## config.mk

```make
export PLATFORM = sky130hd
export DESIGN_NAME = hazard_scoreboard
export DESIGN_NICKNAME = d
export VERILOG_FILES = /design/src/rtl/hazard_scoreboard.sv
export SDC_FILE = /design/constraint.sdc
export NUM_CORES = 1
export LEC_CHECK = 0
export BUFFER_PORTS_ARGS = -buffer_cell sky130_fd_sc_hd__buf_2
export CORE_ASPECT_RATIO = 1.2
export CORE_MARGIN = 8
export CORE_UTILIZATION = 51
export CTS_CLUSTER_DIAMETER = 200
export CTS_CLUSTER_SIZE = 20
export DETAILED_ROUTE_END_ITERATION = 10
export HOLD_SLACK_MARGIN = 0.15
export PLACE_DENSITY = 0.91
export SYNTH_ARGS = -nofsm -noshare
export SYNTH_HDL_FRONTEND = slang
export SYNTH_SLANG_ARGS = --single-unit
```

## constraint.sdc

```tcl
create_clock -name clk_i -period 2.5 [get_ports clk_i]
set_input_delay 0.25 -clock clk_i [delete_from_list [all_inputs] [get_ports clk_i]]
set_output_delay 0.25 -clock clk_i [all_outputs]
set_load 0.02 [all_outputs]
```

## src/rtl/hazard_scoreboard.sv

```systemverilog
// hazard_scoreboard: decode-side hazard and forwarding controller for the pipelined MIPS datapath.
//
// Tracks every in-flight register write in a DEPTH-entry age queue (entry 0 = EX, DEPTH-1 = WB)
// and derives the decode stall, per-operand forward selects and branch/jump flush. A saturating
// counter records stall cycles for performance measurement.
//
// Build option:
//   HAZARD_FWD_EN  defined   -> load-aware forwarding; fwd_*_o select the youngest producer.
//   HAZARD_FWD_EN  undefined -> no forwarding; any matched producer short of WB stalls and
//                               fwd_*_o are tied to 0.
//
// Parameters:
//   REG_W     register address width
//   DEPTH     tracked stages after ID (minimum 2)
//   ALU_LAT   entry index at which a non-load result becomes forwardable
//   LOAD_LAT  entry index at which load data becomes forwardable (ALU_LAT <= LOAD_LAT < DEPTH)
//   CNT_W     stall counter width
//   FS_W      forward-select width
//
// Ports:
//   clk_i                        clock, all state on the rising edge
//   rst_i                        synchronous active-high reset
//   advance_i                    pipeline advances this cycle (0 freezes the queue)
//   id_valid_i                   ID holds a real instruction
//   id_rs_i, id_rt_i             source registers
//   id_uses_rs_i, id_uses_rt_i   operand is actually read
//   id_wen_i, id_wreg_i          instruction writes register id_wreg_i
//   id_is_load_i                 instruction is LW
//   id_is_beq_i, id_is_bne_i     conditional branch resolved in ID
//   id_is_jump_i                 J, JAL or JR
//   id_equal_i                   ID comparator result
//   stall_o                      hold PC and IF/ID, insert bubble into EX
//   flush_o                      squash IF/ID
//   branch_taken_o               redirect PC to the branch target
//   fwd_rs_o, fwd_rt_o           0 = register file, k+1 = queue entry k
//   stall_cnt_o                  saturating stall-cycle count
module hazard_scoreboard #(
    parameter int unsigned REG_W    = 5,
    parameter int unsigned DEPTH    = 3,
    parameter int unsigned ALU_LAT  = 0,
    parameter int unsigned LOAD_LAT = 1,
    parameter int unsigned CNT_W    = 16,
    parameter int unsigned FS_W     = $clog2(DEPTH + 1)
) (
    input  logic             clk_i,
    input  logic             rst_i,
    input  logic             advance_i,
    input  logic             id_valid_i,
    input  logic [REG_W-1:0] id_rs_i,
    input  logic [REG_W-1:0] id_rt_i,
    input  logic             id_uses_rs_i,
    input  logic             id_uses_rt_i,
    input  logic             id_wen_i,
    input  logic [REG_W-1:0] id_wreg_i,
    input  logic             id_is_load_i,
    input  logic             id_is_beq_i,
    input  logic             id_is_bne_i,
    input  logic             id_is_jump_i,
    input  logic             id_equal_i,
    output logic             stall_o,
    output logic             flush_o,
    output logic             branch_taken_o,
    output logic [FS_W-1:0]  fwd_rs_o,
    output logic [FS_W-1:0]  fwd_rt_o,
    output logic [CNT_W-1:0] stall_cnt_o
);

    // Age queue of in-flight writes
    logic [DEPTH-1:0] valid_q, valid_d;
    logic [DEPTH-1:0] load_q, load_d;
    logic [REG_W-1:0] wreg_q [DEPTH];
    logic [REG_W-1:0] wreg_d [DEPTH];
    logic [CNT_W-1:0] cnt_q, cnt_d;

    // Per-operand match results
    logic            rs_hit, rt_hit;
    logic [FS_W-1:0] rs_idx, rt_idx;
    logic            rs_load, rt_load;
    logic            rs_haz, rt_haz;

    // Youngest-match search. Scanning from the oldest entry down to entry 0 lets the youngest
    // match overwrite any older one.
    always_comb begin
        rs_hit  = 1'b0;
        rs_idx  = '0;
        rs_load = 1'b0;
        rt_hit  = 1'b0;
        rt_idx  = '0;
        rt_load = 1'b0;
        for (int k = DEPTH - 1; k >= 0; k--) begin
            if (valid_q[k] && (wreg_q[k] == id_rs_i)) begin
                rs_hit  = 1'b1;
                rs_idx  = FS_W'(k);
                rs_load = load_q[k];
            end
            if (valid_q[k] && (wreg_q[k] == id_rt_i)) begin
                rt_hit  = 1'b1;
                rt_idx  = FS_W'(k);
                rt_load = load_q[k];
            end
        end
        // $0 is hardwired; unused operands never create a dependency
        rs_hit = rs_hit & id_uses_rs_i & (id_rs_i != '0);
        rt_hit = rt_hit & id_uses_rt_i & (id_rt_i != '0);
    end

`ifdef HAZARD_FWD_EN
    logic        is_branch;
    int unsigned rs_need, rt_need;

    assign is_branch = id_is_beq_i | id_is_bne_i;

    always_comb begin
        // Branches compare in ID, so they need the value one stage before EX would
        rs_need = (rs_load ? LOAD_LAT : ALU_LAT) + (is_branch ? 32'd1 : 32'd0);
        rt_need = (rt_load ? LOAD_LAT : ALU_LAT) + (is_branch ? 32'd1 : 32'd0);
        rs_haz  = rs_hit && (32'(rs_idx) < rs_need);
        rt_haz  = rt_hit && (32'(rt_idx) < rt_need);
        fwd_rs_o = (id_valid_i && rs_hit) ? rs_idx + FS_W'(1) : '0;
        fwd_rt_o = (id_valid_i && rt_hit) ? rt_idx + FS_W'(1) : '0;
    end
`else
    // Without bypass paths only WB is safe: it writes the register file before ID reads it
    always_comb begin
        rs_haz   = rs_hit && (32'(rs_idx) < DEPTH - 1);
        rt_haz   = rt_hit && (32'(rt_idx) < DEPTH - 1);
        fwd_rs_o = '0;
        fwd_rt_o = '0;
    end

    logic unused_cfg;
    assign unused_cfg = ^{rs_load, rt_load, ALU_LAT, LOAD_LAT};
`endif

    assign stall_o        = id_valid_i & (rs_haz | rt_haz);
    assign branch_taken_o = id_valid_i & ~stall_o &
                            ((id_is_beq_i & id_equal_i) | (id_is_bne_i & ~id_equal_i));
    assign flush_o        = branch_taken_o | (id_valid_i & ~stall_o & id_is_jump_i);
    assign stall_cnt_o    = cnt_q;

    always_comb begin
        valid_d = valid_q;
        load_d  = load_q;
        wreg_d  = wreg_q;
        cnt_d   = cnt_q;
        if (advance_i) begin
            for (int k = DEPTH - 1; k > 0; k--) begin
                valid_d[k] = valid_q[k-1];
                load_d[k]  = load_q[k-1];
                wreg_d[k]  = wreg_q[k-1];
            end
            // A stalled instruction stays in ID, so EX receives a bubble
            valid_d[0] = id_valid_i & id_wen_i & (id_wreg_i != '0) & ~stall_o;
            load_d[0]  = id_is_load_i;
            wreg_d[0]  = id_wreg_i;
            if (stall_o && (cnt_q != '1)) begin
                cnt_d = cnt_q + CNT_W'(1);
            end
        end
    end

    always_ff @(posedge clk_i) begin
        if (rst_i) begin
            valid_q <= '0;
            load_q  <= '0;
            cnt_q   <= '0;
            for (int k = 0; k < DEPTH; k++) begin
                wreg_q[k] <= '0;
            end
        end else begin
            valid_q <= valid_d;
            load_q  <= load_d;
            wreg_q  <= wreg_d;
            cnt_q   <= cnt_d;
        end
    end

endmodule

```

# --- Word-level counts from Yosys, hierarchy flattened ---
# Cells that the tools add are included.
totals:
  regBits: 34
  latch_bits: 0
  mem_bits_rw: 0
  rom_bits: 0
  output_inout_bits: 23
  n_memories: 0
op_classes:
  add_sub_neg: 1
  multipliers: 0
  div: 0
  order_cmp: 2
  n_eq_ne: 7
  shifts: 0
  n_mux: 12
  n_bitwise: 18
  n_reduce_logical: 13
op_table:
  columns: ["cell", "n"]
  rows:
  - ["== test 5 bit", 6]
  - ["adder 16 x 1 -> 16 bit, second input constant", 1]
  - ["inequality test 16 bit, second input constant", 1]
  - ["nonzero test 5 bit", 3]
  - ["bitwise AND 1 bit", 13]
  - ["2-to-1 mux 2 bit", 6]
  - ["logical AND 1 bit", 9]
  - ["2-to-1 mux 1 bit", 6]
  - ["< comparator 2 bit, second input constant", 2]
  - ["OR 1 bit", 3]
  - ["inverter 1 bit", 2]
  - ["AND reduction 2 bit", 1]

# --- Logic depth before layout (Yosys ltp) ---
logic_depth:
  word_depth: 14
  mapped_depth: 7
  ltp_nobuf: 6

# --- Worst setup path before layout ---
# No wires, ideal clock.
synth_timing:
  path_type: "register to register"
  start: "register wreg_q[10] (netlist bit)"
  end: "register cnt_q[8], in the netlist stall_cnt_o[8]"
  setup_ps: 121
  arrival_time_ps: 1859
  slack_ps: 521
  stages_incl_launch_ff: 8
  n_path_buf: 1
  cell_sequence: "dfxtp_1 -> xnor2_1 -> nand4_1 -> o32ai_2 -> a32oi_2 -> buf_6 -> nor4_1 -> mux2_2"
synth_via:
  elab_chain_len: 10
synth_rtl:
  columns: ["element", "line", "rtl"]
  rows:
  - ["start: declaration", "71", "logic [REG_W-1:0] wreg_q [DEPTH];"]
  - ["start signal: assignment", "173", "wreg_q <= wreg_d;"]
  - ["== test 5 bit (on tied branches)", "91, 96", null]
  - ["logical AND 1 bit (on tied branches)", "91, 96", null]
  - ["2-to-1 mux 1 bit (on tied branches)", "91, 96", null]
  - ["bitwise AND 1 bit (on tied branches) (2 in series)", "103, 104", null]
  - ["logical AND 1 bit (on tied branches)", "125, 126", null]
  - ["OR 1 bit *", "135", "assign stall_o = id_valid_i & (rs_haz | rt_haz);"]
  - ["bitwise AND 1 bit *", "135", null]
  - ["logical AND 1 bit *", "156", "if (stall_o && (cnt_q != '1)) begin"]
  - ["AND reduction 2 bit (no source line) *", null, null]
  - ["end signal: assignment", "174", "cnt_q <= cnt_d;"]
  - ["end: declaration", "73", "logic [CNT_W-1:0] cnt_q, cnt_d;"]
# Mark *: on every way between the ends. The rest lies on a longest branch, timed or not.
# A chain may end at the register's enable or synchronous reset.

# --- Worst setup path after layout ---
layout_timing:
  start: "register wreg_q[14] (netlist bit)"
  end: "register cnt_q[10], in the netlist stall_cnt_o[10]"
# The elaborated chain is that of the path after synthesis.

==> results.md <==
- Sw power: 212 uW
- Hold slack: 238 ps
- Total track usage: 0.141
- GRT busiest layer: met2
- Clock skew: 5.74 ps
- Slew Limit Fails: 0
- Setup CP Type: reg -> reg
- Final core utilization: 0.604
- Die width: 69.2 um
- Worst r2r src: wreg_q[14]
- Max Clock Freq: 436 MHz
- CP Data Arrival Time: 2460 ps
- Die height: 79.8 um
- Yosys reg bits: 28
- Hold WC Path Type: in -> reg
- Synth Area in XOR/XNOR: 0.101
- Internal: 722 uW
- Syn. warnings: 0
- Leak pwr: 0.831 nW
- Worst path cell trace: xnor2_1 > nand4_1 > o32ai_1 > a32oi_2 > buf_4 > nor4_1 > mux2_2
- # setup viols final: 0
- Largest family of logic cells by synthesized area: simple AND/OR/NAND/NOR gates
- CTS root buf: clkbuf_8
- Area Growth Syn to Fin: 14.6%
- Routability cong.: 0.949
- # hold bufs at CTS: 0
- Grt met2 use: 0.264
- Starting density of the core: 0.527
- Buffers on Ports: 44
- Clk sinks: 28
- Worst path max stage delay: 450 ps
- Switching part of the total: 0.227
- Mux cell area share after synthesis: 0.143
- CTS tree: built
- Largest net degree at the start of global routing: 39
- Status: complete, no violations
- Vias in the first global route: 1,568
- Drt first pass iters: 4
- CTS buffer count: 3
- DR DRC count: 0
- Layout cells sized above 1: 0.296
- RR Endpoint: stall_cnt_o[10]
- Die ar.: 0.00552 mm2
- Synth top cells by count: dfxtp_1, nor2_1, xnor2_1
- Post-Route WL: 3.98 mm
- Area fraction in compound gates after synthesis: 0.0861
- Iteration-0 DRC count of the detailed router: 87
- Depth of the worst register-to-register path: 7
- Final Hold Vio Count: 0
- Antenna Cells: 0
- Initial antenna violation count: 0
- Max-Cap Viols: 0
- Slew headroom: 0.595
- Worst Setup SP: wreg_q[14]
- CTS Buffer Depth: 2
- Core area: 0.00328 mm2
- Number of flops mapped to enable cells by yosys: 0
- Post-Synthesis Cells: 193
- H-tree depth: 1
- Combinational power share: 0.124
- Slowest cell on the critical path: dfxtp_1
- Post-Synth Simple-Gate Area: 0.259
- Post-route setup slack: 207 ps
- Critical path destination: stall_cnt_o[10]
- CTS clk-pin slew, worst paths: 90 ps
- Worst reg-to-reg setup slack: 210 ps
- Setup Buffers After CTS: 0
- Register share of total power: 0.498
- Dpl cell area: 0.00191 mm2
- Design Power: 934 uW
- Worst-margin pin slew: 608 ps
- Pre-CTS setup slack: 243 ps
- Grt ovf: 0
- Tmin final: 2290 ps
- Avg WL per Cell: 14.7 um
- CP max FO: 21
- Share of the synthesized area in the top cell type: 0.324
- Worst endpoint required time: 2670 ps
- Post-synth ARST share: 0
- Sequential area share after synthesis: 0.324
- Count leader, synth: dfxtp_1
- Max VDD drop: 0.000449 V
- Leading area contributor after synthesis: dfxtp_1
- Total Neg Setup Slack: 0 ps
- Vias/cell: 5.70
- Primary FF master, synth: dfxtp_1
- First-pass GRT wire length: 6.71 mm
- Dpl hpwl: 3.11 mm
- Fin area: 0.00198 mm2
- Min-delay src: id_wreg_i[1]
- Nets: 262
- Crit. End Element: register
- Clk pwr share: 0.379
- CTS-repair resized insts: 0
- Num ports: 50
- Unique masters post-synth: 42
- Antenna-violating nets left: 0
- PD cells: 471 mW/mm2
- Site Rows: 23
- Skew-Pair Late Insertion Delay: 280 ps
- Adder-cell share of the synthesized area: 0.00724
- Placed cell count: 266
- GR Util met3: 0.0435
- Met1 Resource Use GR: 0.141
- Final std cells w/o fill: 270
- Tcrit/Tclk final: 0.917
- Post-synth design cell area: 0.00173 mm2
- Via count: 1,538
- Top cells by area, synth: dfxtp_1, xnor2_1, mux2i_1, mux2_2, nor2_1
- CP Launch Type: register
- Mean Syn Cell Area: 8.96 um2
- Unrepaired setup endpoints after global routing: no
## power by group through the flow
stage	Sequential [mW]	Combinational (mW)	Clock, mW
floorplan	0.473	0.0834	0
global placement	0.474	0.112	0
detailed placement	0.475	0.115	0
CTS	0.465	0.116	0.367
global route	0.466	0.128	0.386
finish	0.465	0.116	0.354
## state kept, by name (all words and copies together), names as in the netlist
| signal | count |
|---|---|
| stall_cnt_o | 16 |
| valid_q | 2 |
| wreg_q | 10 |
## kinds of logic (layout without fill, tap and decap cells)
group | count (synthesis) | count (layout)
flops | 28 | 28
fa+ha+maj | 1 | 1
other cells | 1 | 4
buf+inv | 18 | 55
simple gates | 82 | 82
xor+xnor | 20 | 20
mux | 23 | 23
compound gates | 20 | 20
## layout by cell type (no fill, tap or decap), types with 2 or more instances in the layout
cell type and count:
a21oi_1 6, and2b_2 2, buf_2 44, buf_4 3
clkbuf_8 3, conb_1 4, dfxtp_1 28, inv_1 4
mux2_2 8, mux2i_1 13, nand2_1 10, nand3_1 7
nand4_1 7, nor2_1 22, nor2b_1 8, nor3_1 5
nor4_1 5, o21a_1 2, o21ai_0 2, o31ai_1 3
o32ai_1 2, or3_1 2, or4_1 7, xnor2_1 18
xor2_1 2
## layout make-up
class	count	area (um2)
multi-input cells	150	1050
clock inverters	1	30.0
well taps	37	46.3
flip-flops and latches	28	561
repair buffers	47	243
inverters	4	15.0
clock buffers	3	41.3
fillers	298	1300
## worst min path at each step
stage                                end  slack (ps)  cells past startpoint
after floorplan               wreg_q[14]         400                      2
after global placement        valid_q[1]         470                      2
after detailed placement  stall_cnt_o[1]         490                      2
after CTS                     wreg_q[11]         230                      3
after global routing          wreg_q[12]         240                      3
final                         wreg_q[11]         240                      3
## critical path, delay by kind of cell, from the launching register on
family                 cells  cell delay, ps
XOR/XNOR                   1             150
AO/OA/AOI/OAI              2             510
flip-flops                 1             450
multiplexers               1             380
AND/OR/NAND/NOR            2             470
buffers and inverters      1             230
## routing by layer
metal | vias up | share of wire
li1 | 755 | -
met4 | 0 | 0.014
met5 | - | 0
met3 | 6 | 0.080
met1 | 719 | 0.38
met2 | 58 | 0.52
(Power assumes the default switching activity.)
